`config.mk`:
```
export PLATFORM = sky130hd
export DESIGN_NAME = core_byte_sequencer
export DESIGN_NICKNAME = d
export VERILOG_FILES = /design/src/rtl/core_io_pkg.sv /design/src/rtl/core_byte_sequencer_byte_serializer.sv /design/src/rtl/core_byte_sequencer.sv
export SDC_FILE = /design/constraint.sdc
export NUM_CORES = 1
export LEC_CHECK = 0
export ABC_AREA = 1
export BUFFER_PORTS_ARGS = -buffer_cell sky130_fd_sc_hd__buf_2
export CELL_PAD_IN_SITES_DETAIL_PLACEMENT = 1
export CELL_PAD_IN_SITES_GLOBAL_PLACEMENT = 1
export CORE_UTILIZATION = 39
export CTS_CLUSTER_DIAMETER = 50
export DETAILED_ROUTE_END_ITERATION = 8
export PLACE_DENSITY_LB_ADDON = 0.1
export SETUP_SLACK_MARGIN = 0.2
export SLEW_MARGIN = 40
export SYNTH_ARGS = -nofsm -noshare
export SYNTH_HDL_FRONTEND = slang
export SYNTH_SLANG_ARGS = --single-unit
```
`constraint.sdc`:
```
create_clock -name clk -period 2.7 [get_ports clk]
set_clock_uncertainty 0.15 [all_clocks]
set_input_delay 0 -clock clk [delete_from_list [all_inputs] [get_ports clk]]
set_output_delay 0 -clock clk [all_outputs]
set_load 0.05 [all_outputs]
```
`src/rtl/core_io_pkg.sv`:
```
//------------------------------------------------------------------------------
// Module : core_io_pkg
// Brief  : Shared state encoding and width helpers for the byte sequencer.
// Rev    : 1.0
//------------------------------------------------------------------------------
`default_nettype none

package core_io_pkg;

  localparam int BYTE_W = 8;

  typedef enum logic [1:0] {
    LOAD  = 2'd0,
    EXEC  = 2'd1,
    DRAIN = 2'd2
  } state_t;

  function automatic int bytes_per_word(input int xlen);
    return xlen / BYTE_W;
  endfunction

endpackage

`default_nettype wire

```
`src/rtl/core_byte_sequencer_byte_serializer.sv`:
```
//------------------------------------------------------------------------------
// Module : byte_serializer
// Brief  : Captures a datapath result and streams it out LSB byte first.
// Rev    : 1.0
//------------------------------------------------------------------------------
`default_nettype none

module byte_serializer
  import core_io_pkg::*;
#(
  parameter int XLEN     = 32,
  parameter int DRAIN_EN = 1
) (
  input  logic              clk,
  input  logic              rst,
  input  logic              i_load,
  input  logic [XLEN-1:0]   i_result,
  input  logic              i_we,
  input  logic              i_ready,
  output logic [BYTE_W-1:0] o_data,
  output logic              o_valid,
  output logic              o_we,
  output logic              o_done
);

  localparam int NB    = bytes_per_word(XLEN);
  localparam int IDX_W = (NB > 1) ? $clog2(NB) : 1;
  localparam logic [IDX_W-1:0] c_LAST = IDX_W'(NB - 1);

  logic [XLEN-1:0]  r_result;
  logic [IDX_W-1:0] r_oidx;
  logic             r_valid;
  logic             r_we;
  logic             w_fire;

  assign w_fire  = r_valid && i_ready;
  assign o_done  = w_fire && (r_oidx == c_LAST);
  assign o_data  = r_result[BYTE_W*r_oidx +: BYTE_W];
  assign o_valid = r_valid;
  assign o_we    = r_we;

  // A load always restarts the stream at byte 0, even if the previous one
  // was abandoned.
  always_ff @(posedge clk) begin
    if (rst) begin
      r_result <= '0;
      r_oidx   <= '0;
      r_valid  <= 1'b0;
      r_we     <= 1'b0;
    end else if (i_load) begin
      r_result <= i_result;
      r_we     <= i_we;
      r_oidx   <= '0;
      r_valid  <= (DRAIN_EN != 0);
    end else if (w_fire) begin
      if (r_oidx == c_LAST) begin
        r_oidx  <= '0;
        r_valid <= 1'b0;
      end else begin
        r_oidx <= r_oidx + IDX_W'(1);
      end
    end
  end

endmodule

`default_nettype wire

```
`src/rtl/core_byte_sequencer.sv`:
```
//------------------------------------------------------------------------------
// Module : core_byte_sequencer
// Brief  : Assembles instructions from pin bytes, steps the datapath once per
//          instruction and returns the captured ALU result byte-wise.
// Rev    : 1.0
//------------------------------------------------------------------------------
`default_nettype none

module core_byte_sequencer
  import core_io_pkg::*;
#(
  parameter int XLEN     = 32,
  parameter int DRAIN_EN = 1,
  parameter int RETIRE_W = 16
) (
  input  logic                clk,
  input  logic                rst,
  input  logic [BYTE_W-1:0]   in_data,
  input  logic                in_valid,
  output logic                in_ready,
  output logic [XLEN-1:0]     instr,
  output logic                core_step,
  input  logic [XLEN-1:0]     alu_result,
  input  logic                write_enable,
  output logic [BYTE_W-1:0]   out_data,
  output logic                out_valid,
  input  logic                out_ready,
  output logic                out_we,
  output logic [RETIRE_W-1:0] retired,
  output logic                busy
);

  localparam int NB    = bytes_per_word(XLEN);
  localparam int IDX_W = (NB > 1) ? $clog2(NB) : 1;
  localparam logic [IDX_W-1:0] c_LAST = IDX_W'(NB - 1);

  state_t              r_state;
  logic [IDX_W-1:0]    r_idx;
  logic [XLEN-1:0]     r_instr;
  logic [RETIRE_W-1:0] r_retired;
  logic                w_drain_done;

  assign in_ready  = (r_state == LOAD);
  assign core_step = (r_state == EXEC);
  assign busy      = (r_state != LOAD);
  assign instr     = r_instr;
  assign retired   = r_retired;

  always_ff @(posedge clk) begin
    if (rst) begin
      r_state   <= LOAD;
      r_idx     <= '0;
      r_instr   <= '0;
      r_retired <= '0;
    end else begin
      case (r_state)
        LOAD: begin
          if (in_valid) begin
            r_instr[BYTE_W*r_idx +: BYTE_W] <= in_data;
            if (r_idx == c_LAST) begin
              r_idx   <= '0;
              r_state <= EXEC;
            end else begin
              r_idx <= r_idx + IDX_W'(1);
            end
          end
        end
        EXEC: begin
          r_retired <= r_retired + RETIRE_W'(1);
          r_state   <= (DRAIN_EN != 0) ? DRAIN : LOAD;
        end
        DRAIN: begin
          if (w_drain_done) r_state <= LOAD;
        end
        default: r_state <= LOAD;
      endcase
    end
  end

  // The result is captured on the step cycle itself, while the datapath
  // is still presenting it combinationally.
  byte_serializer #(
    .XLEN     (XLEN),
    .DRAIN_EN (DRAIN_EN)
  ) u_serializer (
    .clk      (clk),
    .rst      (rst),
    .i_load   (core_step),
    .i_result (alu_result),
    .i_we     (write_enable),
    .i_ready  (out_ready),
    .o_data   (out_data),
    .o_valid  (out_valid),
    .o_we     (out_we),
    .o_done   (w_drain_done)
  );

endmodule

`default_nettype wire

```
# Word-level counts from Yosys, hierarchy flattened
# Index checks and enable logic that the tools add are counted.
# Widths: inputs -> output; s select.
[classes]
n_eq_ne = 7
bitwise = 0
shift = 3
mul = 0
reduce_logical = 10
magnitude_cmp = 0
add_sub_neg = 4
mux = 10
div_mod_pow = 0
[ops]
columns = ["op", "count"]
rows = [
  ["$neg 5->34", 1],
  ["$shift 8x34->32 const A", 1],
  ["$shiftx 8x34->32", 1],
  ["$bwmux 32", 1],
  ["$shiftx 32x6->8", 1],
  ["$add 16x1->16 const B", 1],
  ["$mux 2", 5],
  ["$eq 2x2->1 const B", 3],
  ["$pmux 2 s3", 1],
  ["$reduce_bool 2->1", 3],
  ["$add 2x1->2 const B", 2],
  ["$ne 2x1->1 const B", 2],
  ["$reduce_and 2->1", 2],
  ["$mux 1", 3],
  ["$reduce_and 3->1", 1],
  ["$eq 2x1->1 const B", 1],
  ["$logic_and 1x1->1", 2],
  ["$logic_not 2->1", 1],
  ["$ne 2x2->1 const B", 1],
  ["$reduce_or 2->1", 1],
]
[totals]
memories = 0
mem_bits_rw = 0
romBits = 0
register_bits = 88
output_inout_bits = 61
latchBits = 0
input_bits = 45

# Logic depth before layout (Yosys ltp)
# Gate-level depths: netlist of run 1.
[logic_depth]
depth_word = 4
depth_mapped = 9
ltp_nobuf = 8

# Cells and area by module
# Synthesis of run 1 repeated with hierarchy kept, for this count alone.
[unflattened]
hier_cells = 610
hier_area_um2 = 4184.0
[modules_own_cells]
columns = ["mod", "seq_area_each_um2", "area_per_inst_um2", "cells_each", "instances"]
rows = [
  ["core_byte_sequencer", 1041.0, 2534.9, 361, 1],
  ["byte_serializer", 720.7, 1649.1, 249, 1],
]

# Worst setup path after synthesis of run 1
# OpenSTA, ideal clock, no wires.
[synth_path]
path_type = "register to register"
from = "reg r_retired[1], in the netlist retired[1]"
to = "reg r_retired[12], in the netlist retired[12]"
slack_ns = 0.844
t_arrival_ns = 1.596
synth_period_minus_slack_ns = 1.856
required_time_ns = 2.440
stages_incl_launch_ff = 9
cell_sequence = "dfxtp_1 > ha_1 > nand3_1 > nor2_1 > nand2_1 > nor2_1 > nand3_1 > nand2_1 > nor2_1"
[synth_via]
elab_chain_cells = 1
[synth_rtl]
columns = ["item", "line", "rtl"]
rows = [
  ["from (decl)", "core_byte_sequencer.sv:40", "logic [RETIRE_W-1:0] r_retired;"],
  ["from (signal assigned)", "core_byte_sequencer.sv:69", "r_retired <= r_retired + RETIRE_W'(1);"],
  ["$add 16x1->16", "core_byte_sequencer.sv:69", ""],
]
# No other way between the ends.
# A chain may end at the register's enable or synchronous reset.

# Worst setup path in the final report of run 1
[layout_path]
from = "reg r_idx[0]"
to = "reg r_instr[3], in the netlist instr[3]"
[layout_via]
elab_chain_cells = 3
[layout_rtl]
columns = ["item", "line", "rtl"]
rows = [
  ["from (decl)", "core_byte_sequencer.sv:38", "logic [IDX_W-1:0] r_idx;"],
  ["from (signal assigned)", "core_byte_sequencer.sv:64", "r_idx <= r_idx + IDX_W'(1);"],
  ["$neg 5->34 *", "core_byte_sequencer.sv:59", "r_instr[BYTE_W*r_idx +: BYTE_W] <= in_data;"],
  ["$shiftx 8x34->32 / $shift 8x34->32 (equally long branches)", "core_byte_sequencer.sv:59", ""],
  ["$bwmux 32 *", "core_byte_sequencer.sv:59", ""],
  ["to (signal, indexed assignment)", "core_byte_sequencer.sv:59", ""],
  ["to (decl)", "core_byte_sequencer.sv:39", "logic [XLEN-1:0] r_instr;"],
]
# Mark *: on every way between the ends. The rest lies on a longest branch, timed or not.

==> results.json, run 1 <==
{
  "run_status": "finished, final reports clean",
  "synth_cells": 543,
  "multi_input_comb_area_um2": 1790,
  "cts_num_sinks": 88,
  "antenna-diode-count": 0,
  "number_of_endpoints_with_negative_hold_slack_in_the_final_report": 0,
  "num-fill-cells": 1252,
  "final_layout_size_suffix_gt1_share_pct": 19.4,
  "number_of_global_route_vias_before_repair": 4077,
  "crit_path_max_fanout": 13,
  "end_kind": "register",
  "worst_r2r_startpoint": "r_idx[0]$_SDFFE_PP0P_",
  "grt_setup_unrepaired": "false",
  "clock_tree.buffer_depth": 2,
  "place.detailed.hpwl_mm": 7.84,
  "globalRoute.totalOverflow": 0,
  "tritoncts.num_buffers": 9,
  "synth-seq-area-share_pct": 45.8,
  "ys_seq_elements": 88,
  "clk_transition_reported_paths_ns": 0.09,
  "die_height_um": 101,
  "finish.net_count": 734,
  "gp_routability_congestion": 0.845,
  "wire_length_of_the_first_global_routing_pass_mm": 19.1,
  "final.hold.worst_slack_ns": 0.0268,
  "yosysMostFrequentCell": "nor2_1",
  "arr_time_crit_path_ns": 2.29,
  "crit_slowest_cell": "dfxtp_1",
  "power_density_nw_per_um2": 528,
  "antenna_found_initial": 0,
  "cts_tree": "yes",
  "drv_slew": 0,
  "critPathMaxStageDelay_ns": 0.57,
  "critical_path.n_buffers_inverters": 2,
  "power.leakage_nw": 2.27,
  "period_utilisation_layout_pct": 80.0,
  "routed_wirelength_mm": 11.9,
  "path_class": "register to register",
  "track_usage_pct": 23.7,
  "holdCritPathClass": "primary input to register",
  "drtPass1Iterations": 4,
  "cp-start-kind": "register",
  "area.sequential_um2": 1760,
  "synth.area.top_cells": "dfxtp_1, nor2_1, o21ai_0, nand2_1, a21oi_1",
  "cts.root.buffer_cell": "clkbuf_8",
  "dieArea_um2": 10300,
  "biggest_area_consumer_among_synthesized_cells": "dfxtp_1",
  "irDropWorstVdd_mv": 0.297,
  "placement.setup.worst_slack_ns": 0.564,
  "area_growth_syn_to_layout_pct": 32.4,
  "worst-slew-pin-transition_ns": 0.520,
  "setup-tns-final_ns": 0,
  "period_needed_ns": 2.16,
  "route.detailed.drc": 0,
  "cts-hold-fix-buffers": 43,
  "die_x_um": 101,
  "post_cts.repair.setup_buffers": 0,
  "relSlewSlack_pct": 65.3,
  "total_power_mw": 2.69,
  "routedWlPerCell_um": 14.6,
  "floorplan.initialDensity_pct": 41.0,
  "required_arrival_time_at_the_worst_endpoint_ns": 2.83,
  "max_cap_violations": 0,
  "synthTopCellsByCount": "nor2_1, dfxtp_1, nand2_1",
  "timing.critical_path.max_delay_family": "flip-flops",
  "async_reset_ff_share_pct": 0,
  "cts_resized": 0,
  "drt_first_iter_violations": 114,
  "max_freq_mhz": 463,
  "synth_cell_types": 25,
  "synth-warning-count": 0,
  "per_instance_average_area_after_synthesis_um2": 7.08,
  "route.detailed.vias_per_inst": 4.95,
  "route.vias.total": 4036,
  "utilization_pct": 54.3,
  "synth_fp_nets": 596,
  "post_route_ant_nets": 0,
  "fin_ws_ns": 0.540,
  "yosysTopAreaCellShare_pct": 45.8,
  "mappedNetlistArea_um2": 3840,
  "design.core.area_um2": 9370,
  "rows": 35,
  "synth_edf_count": 0,
  "port-buffer-count": 105,
  "cp-startpoint": "r_idx[0]$_SDFFE_PP0P_",
  "timing.critical_path.cells": "inv_1 -> ha_1 -> inv_1 -> nand4_1 -> o21ai_0 -> o21ai_0 -> nor2_1",
  "design.portCount": 106,
  "synthFlopType": "dfxtp_1",
  "maximum_number_of_pins_on_one_net_before_global_route_repair": 54,
  "hp-start": "rst",
  "cts-htree-levels": 3,
  "insertion_delay_to_the_later_sink_of_the_worst_skew_pair_ns": 0.34,
  "final-setup-viol-count": 0
}
path summary, 6_finish.rpt:
| check | end | slack, ns | depth (start not counted) |
|---|---|---|---|
| worst min register to register | instr[14]$_SDFFE_PP0P_ | 0.32 | 2 |
| worst max-delay path | instr[3]$_SDFFE_PP0P_ | 0.54 | 7 |
| worst max register to register | instr[3]$_SDFFE_PP0P_ | 0.54 | 7 |
| worst min-delay path | instr[4]$_SDFFE_PP0P_ | 0.03 | 3 |
final cells by class:
type | instances | area share [%]
multi-input cells | 386 | 35.3
flip-flops and latches | 88 | 34.6
repair buffers | 153 | 19.5
inverters | 43 | 3.22
well taps | 129 | 3.17
clock buffers | 11 | 2.58
clock inverters | 5 | 1.60
layout by cell type, fill, tap and decap left out, types with 2 or more instances in the layout:
master / count
nand2_1: 80
clkbuf_1: 2
dlygate4sd3_1: 43
clkbuf_8: 9
bufinv_16: 2
o21ai_0: 73
nor2_4: 3
dfxtp_1: 88
ha_1: 8
nor2_1: 137
nand3_1: 29
a21oi_1: 34
nand4_1: 5
buf_2: 105
o22ai_1: 8
buf_4: 5
nand2_4: 2
inv_1: 42
layer usage:
| metal | global-route usage [%] | wire [um] | up-vias |
|---|---|---|---|
| met4 | 8.58 | 193 | 0 |
| met3 | 3.38 | 462 | 18 |
| met1 | 28.1 | 5320 | 1906 |
| li1 | - | - | 2024 |
| met5 | 0 | 0 | - |
| met2 | 43.3 | 5930 | 88 |
power breakdown:
| group | internal, mW | switching (mW) |
|---|---|---|
| Sequential | 1.32 | 0.0198 |
| Clock | 0.523 | 0.472 |
| Combinational | 0.125 | 0.224 |
registers in the layout (all words and copies together) (netlist names):
signal / count
u_serializer.r_oidx: 2
instr: 32
u_serializer.r_result: 32
u_serializer.o_valid: 1
retired: 16
r_idx: 2
r_state: 2
u_serializer.o_we: 1
cells by family (layout without fill, tap and decap cells):
kind of cell / Yosys count / after routing / share of synthesized area, %
AND/OR/NAND/NOR: 262 / 262 / 28.6
AO/OA/AOI/OAI: 116 / 116 / 15.5
flip-flops: 88 / 88 / 45.8
buffers and inverters: 69 / 212 / 7.49
adder cells (fa/ha/maj): 8 / 8 / 2.60
worst min-delay path: cells and delay by family:
kind | cells | cell delay, ns
buffers and inverters | 2 | 0.36
AND/OR/NAND/NOR | 1 | 0.13
metrics by stage:
stage / area [um^2] / std cells
global route: 5090 / 815
finish: 5090 / 815
global placement: 4440 / 756
detailed placement: 4440 / 756
CTS: 5090 / 815
floorplan: 3840 / 543
(Power assumes the default switching activity.)
==> run 2: changes to the inputs <==
--- a/config.mk
+++ b/config.mk
@@ -9,7 +9,7 @@
 export BUFFER_PORTS_ARGS = -buffer_cell sky130_fd_sc_hd__buf_2
 export CELL_PAD_IN_SITES_DETAIL_PLACEMENT = 1
 export CELL_PAD_IN_SITES_GLOBAL_PLACEMENT = 1
-export CORE_UTILIZATION = 39
+export CORE_UTILIZATION = 33
 export CTS_CLUSTER_DIAMETER = 50
 export DETAILED_ROUTE_END_ITERATION = 8
 export PLACE_DENSITY_LB_ADDON = 0.1
==> constraint.sdc (replaced) <==
create_clock -name clk -period 1.9 [get_ports clk]
set_clock_uncertainty 0.15 [all_clocks]
set_input_delay 0 -clock clk [delete_from_list [all_inputs] [get_ports clk]]
set_output_delay 0 -clock clk [all_outputs]
set_load 0.05 [all_outputs]
==> run 2 against run 1 <==
Global-route usage down 2.9 points. Power up 55%. Design area up 7.5%. Non-clock buffer count up 14. Register-to-register slack worse by 0.26 ns. Largest power group unchanged. Flip-flop and latch count unchanged. First-iteration DRC count up 32%. Cell count up 3.4%.
==> results.json, run 2 (synthesized netlist as in run 1, its figures left out) <==
{
  "arr_time_crit_path_ns": 1.74,
  "setup-tns-final_ns": 0,
  "place.detailed.hpwl_mm": 8.05,
  "sequentialPowerShare_pct": 45.7,
  "final-setup-viol-count": 0,
  "route.detailed.vias_per_inst": 4.93,
  "grt_setup_unrepaired": "true",
  "period_needed_ns": 1.62,
  "utilization_pct": 48.1,
  "rows": 39,
  "critical_path.n_buffers_inverters": 3,
  "number_of_global_route_vias_before_repair": 4015,
  "clock_tree.buffer_depth": 2,
  "antenna_found_initial": 0,
  "drv_slew": 0,
  "finish.net_count": 748,
  "port-buffer-count": 105,
  "power.leakage_nw": 2.42,
  "irDropWorstVdd_mv": 0.701,
  "routedWlPerCell_um": 14.9,
  "layout_commonest_cell": "nor2_1",
  "max_cap_violations": 0,
  "cts-htree-levels": 3,
  "power_frac_comb_pct": 13.2,
  "timing.critical_path.max_delay_family": "simple AND/OR/NAND/NOR gates",
  "period_utilisation_layout_pct": 85.2,
  "placement.setup.worst_slack_ns": -0.0244,
  "crit_path_max_fanout": 8,
  "critPathMaxStageDelay_ns": 0.32,
  "drtPass1Iterations": 4,
  "cts_tree": "yes",
  "tritoncts.num_buffers": 9,
  "worst-slew-pin-transition_ns": 0.540,
  "route.vias.total": 4152,
  "relSlewSlack_pct": 64.0,
  "max_freq_mhz": 618,
  "power_density_nw_per_um2": 761,
  "path_class": "register to register",
  "gp_routability_congestion": 0.800,
  "clock_power_share_pct": 41.1,
  "globalRoute.totalOverflow": 0,
  "power.switching_mw": 1.08,
  "routed_wirelength_mm": 12.6,
  "most_used_cells_in_the_layout_excluding_fill_and_tap_cells": "nor2_1, buf_2, dfxtp_1, nand2_1, o21ai_0",
  "maximum_number_of_pins_on_one_net_before_global_route_repair": 54,
  "wire_length_of_the_first_global_routing_pass_mm": 19.2,
  "number_of_endpoints_with_negative_hold_slack_in_the_final_report": 0,
  "drt_first_iter_violations": 150,
  "crit_slowest_cell": "dfxtp_2",
  "route.detailed.drc": 0,
  "die_height_um": 110,
  "track_usage_pct": 20.7,
  "timing.critical_path.cells": "inv_1 -> buf_4 -> ha_1 -> inv_2 -> nand4_1 -> nor2_4 -> nand2_1 -> a21oi_1",
  "cp-start-kind": "register",
  "design.core.area_um2": 11400,
  "dieArea_um2": 12100,
  "antenna-diode-count": 0,
  "floorplan.initialDensity_pct": 33.8,
  "post_route_ant_nets": 0,
  "required_arrival_time_at_the_worst_endpoint_ns": 2.02,
  "cts.root.buffer_cell": "clkbuf_16",
  "fin_ws_ns": 0.282,
  "insertion_delay_to_the_later_sink_of_the_worst_skew_pair_ns": 0.34,
  "cts_num_sinks": 88,
  "switching_share_pct": 25.9,
  "design.portCount": 106,
  "num-fill-cells": 1412,
  "clk_transition_reported_paths_ns": 0.06,
  "final_layout_size_suffix_gt1_share_pct": 25.0,
  "die_x_um": 110,
  "holdCritPathClass": "primary input to register",
  "area_growth_syn_to_layout_pct": 42.3,
  "end_kind": "register",
  "run_status": "finished, final reports clean",
  "power.internal_mw": 3.08
}
-- run 2: area by class of cell --
cell class                      count  area (um^2)  area share [%]
Inverter                           43          173            3.16
Clock inverter                      2         12.5           0.229
Multi-Input combinational cell    386         1890            34.5
Timing Repair Buffer              167         1170            21.5
Clock buffer                       14          274            5.01
Tap cell                          143          179            3.27
Sequential cell                    88         1770            32.4
-- run 2: final timing paths --
| kind | start | to | slack [ns] | depth (start not counted) |
|---|---|---|---|---|
| worst max register to register | r_idx[0]$_SDFFE_PP0P_ | instr[23]$_SDFFE_PP0P_ | 0.28 | 8 |
| worst min register to register | retired[8]$_SDFFE_PP0P_ | retired[8]$_SDFFE_PP0P_ | 0.31 | 2 |
| worst min-delay path | rst | instr[4]$_SDFFE_PP0P_ | 0.04 | 3 |
| worst max-delay path | r_idx[0]$_SDFFE_PP0P_ | instr[23]$_SDFFE_PP0P_ | 0.28 | 8 |
-- run 2: per-layer routing --
layer	part of all wire, %	GRT usage [%]
met5	0	0
met4	1.8	6.48
met3	4.1	5.33
met2	52	36.9
met1	42	24.1
-- run 2: per-stage QoR --
stage                     cell area [um^2]  std cells  hold slack (ns)  power, mW
after global routing                  5470        843           0.0494       4.35
after detailed placement              4560        774            0.114       2.39
after floorplan                       3910        543         -0.00722       2.24
after global placement                4560        774            0.103       2.38
after CTS                             5340        836           0.0276       4.20
final                                 5470        843           0.0409       4.16
-- run 2: power groups by stage --
stage,logic (mW),registers (mW),clock network [mW]
6_report,0.548,1.90,1.71
5_1_grt,0.597,1.91,1.84
4_1_cts,0.528,1.90,1.77
3_5_place_dp,0.447,1.94,0
3_3_place_gp,0.436,1.94,0
2_1_floorplan,0.231,2.01,0
-- run 2: worst min-delay path, cell delays in order --
cell and delay [ns]:
buf_2 0.11, buf_4 0.25, nor2_1 0.13
-- run 2: repair_timing --
action | CTS | global route
cloned | 0 | 1
hold buffers | 43 | 0
gates resized for setup | 17 | 23
pin swaps | 0 | 2
endpoints found under the setup margin | 26 | 47
setup buffers | 3 | 6
hold endpoints to repair | 70 | 0
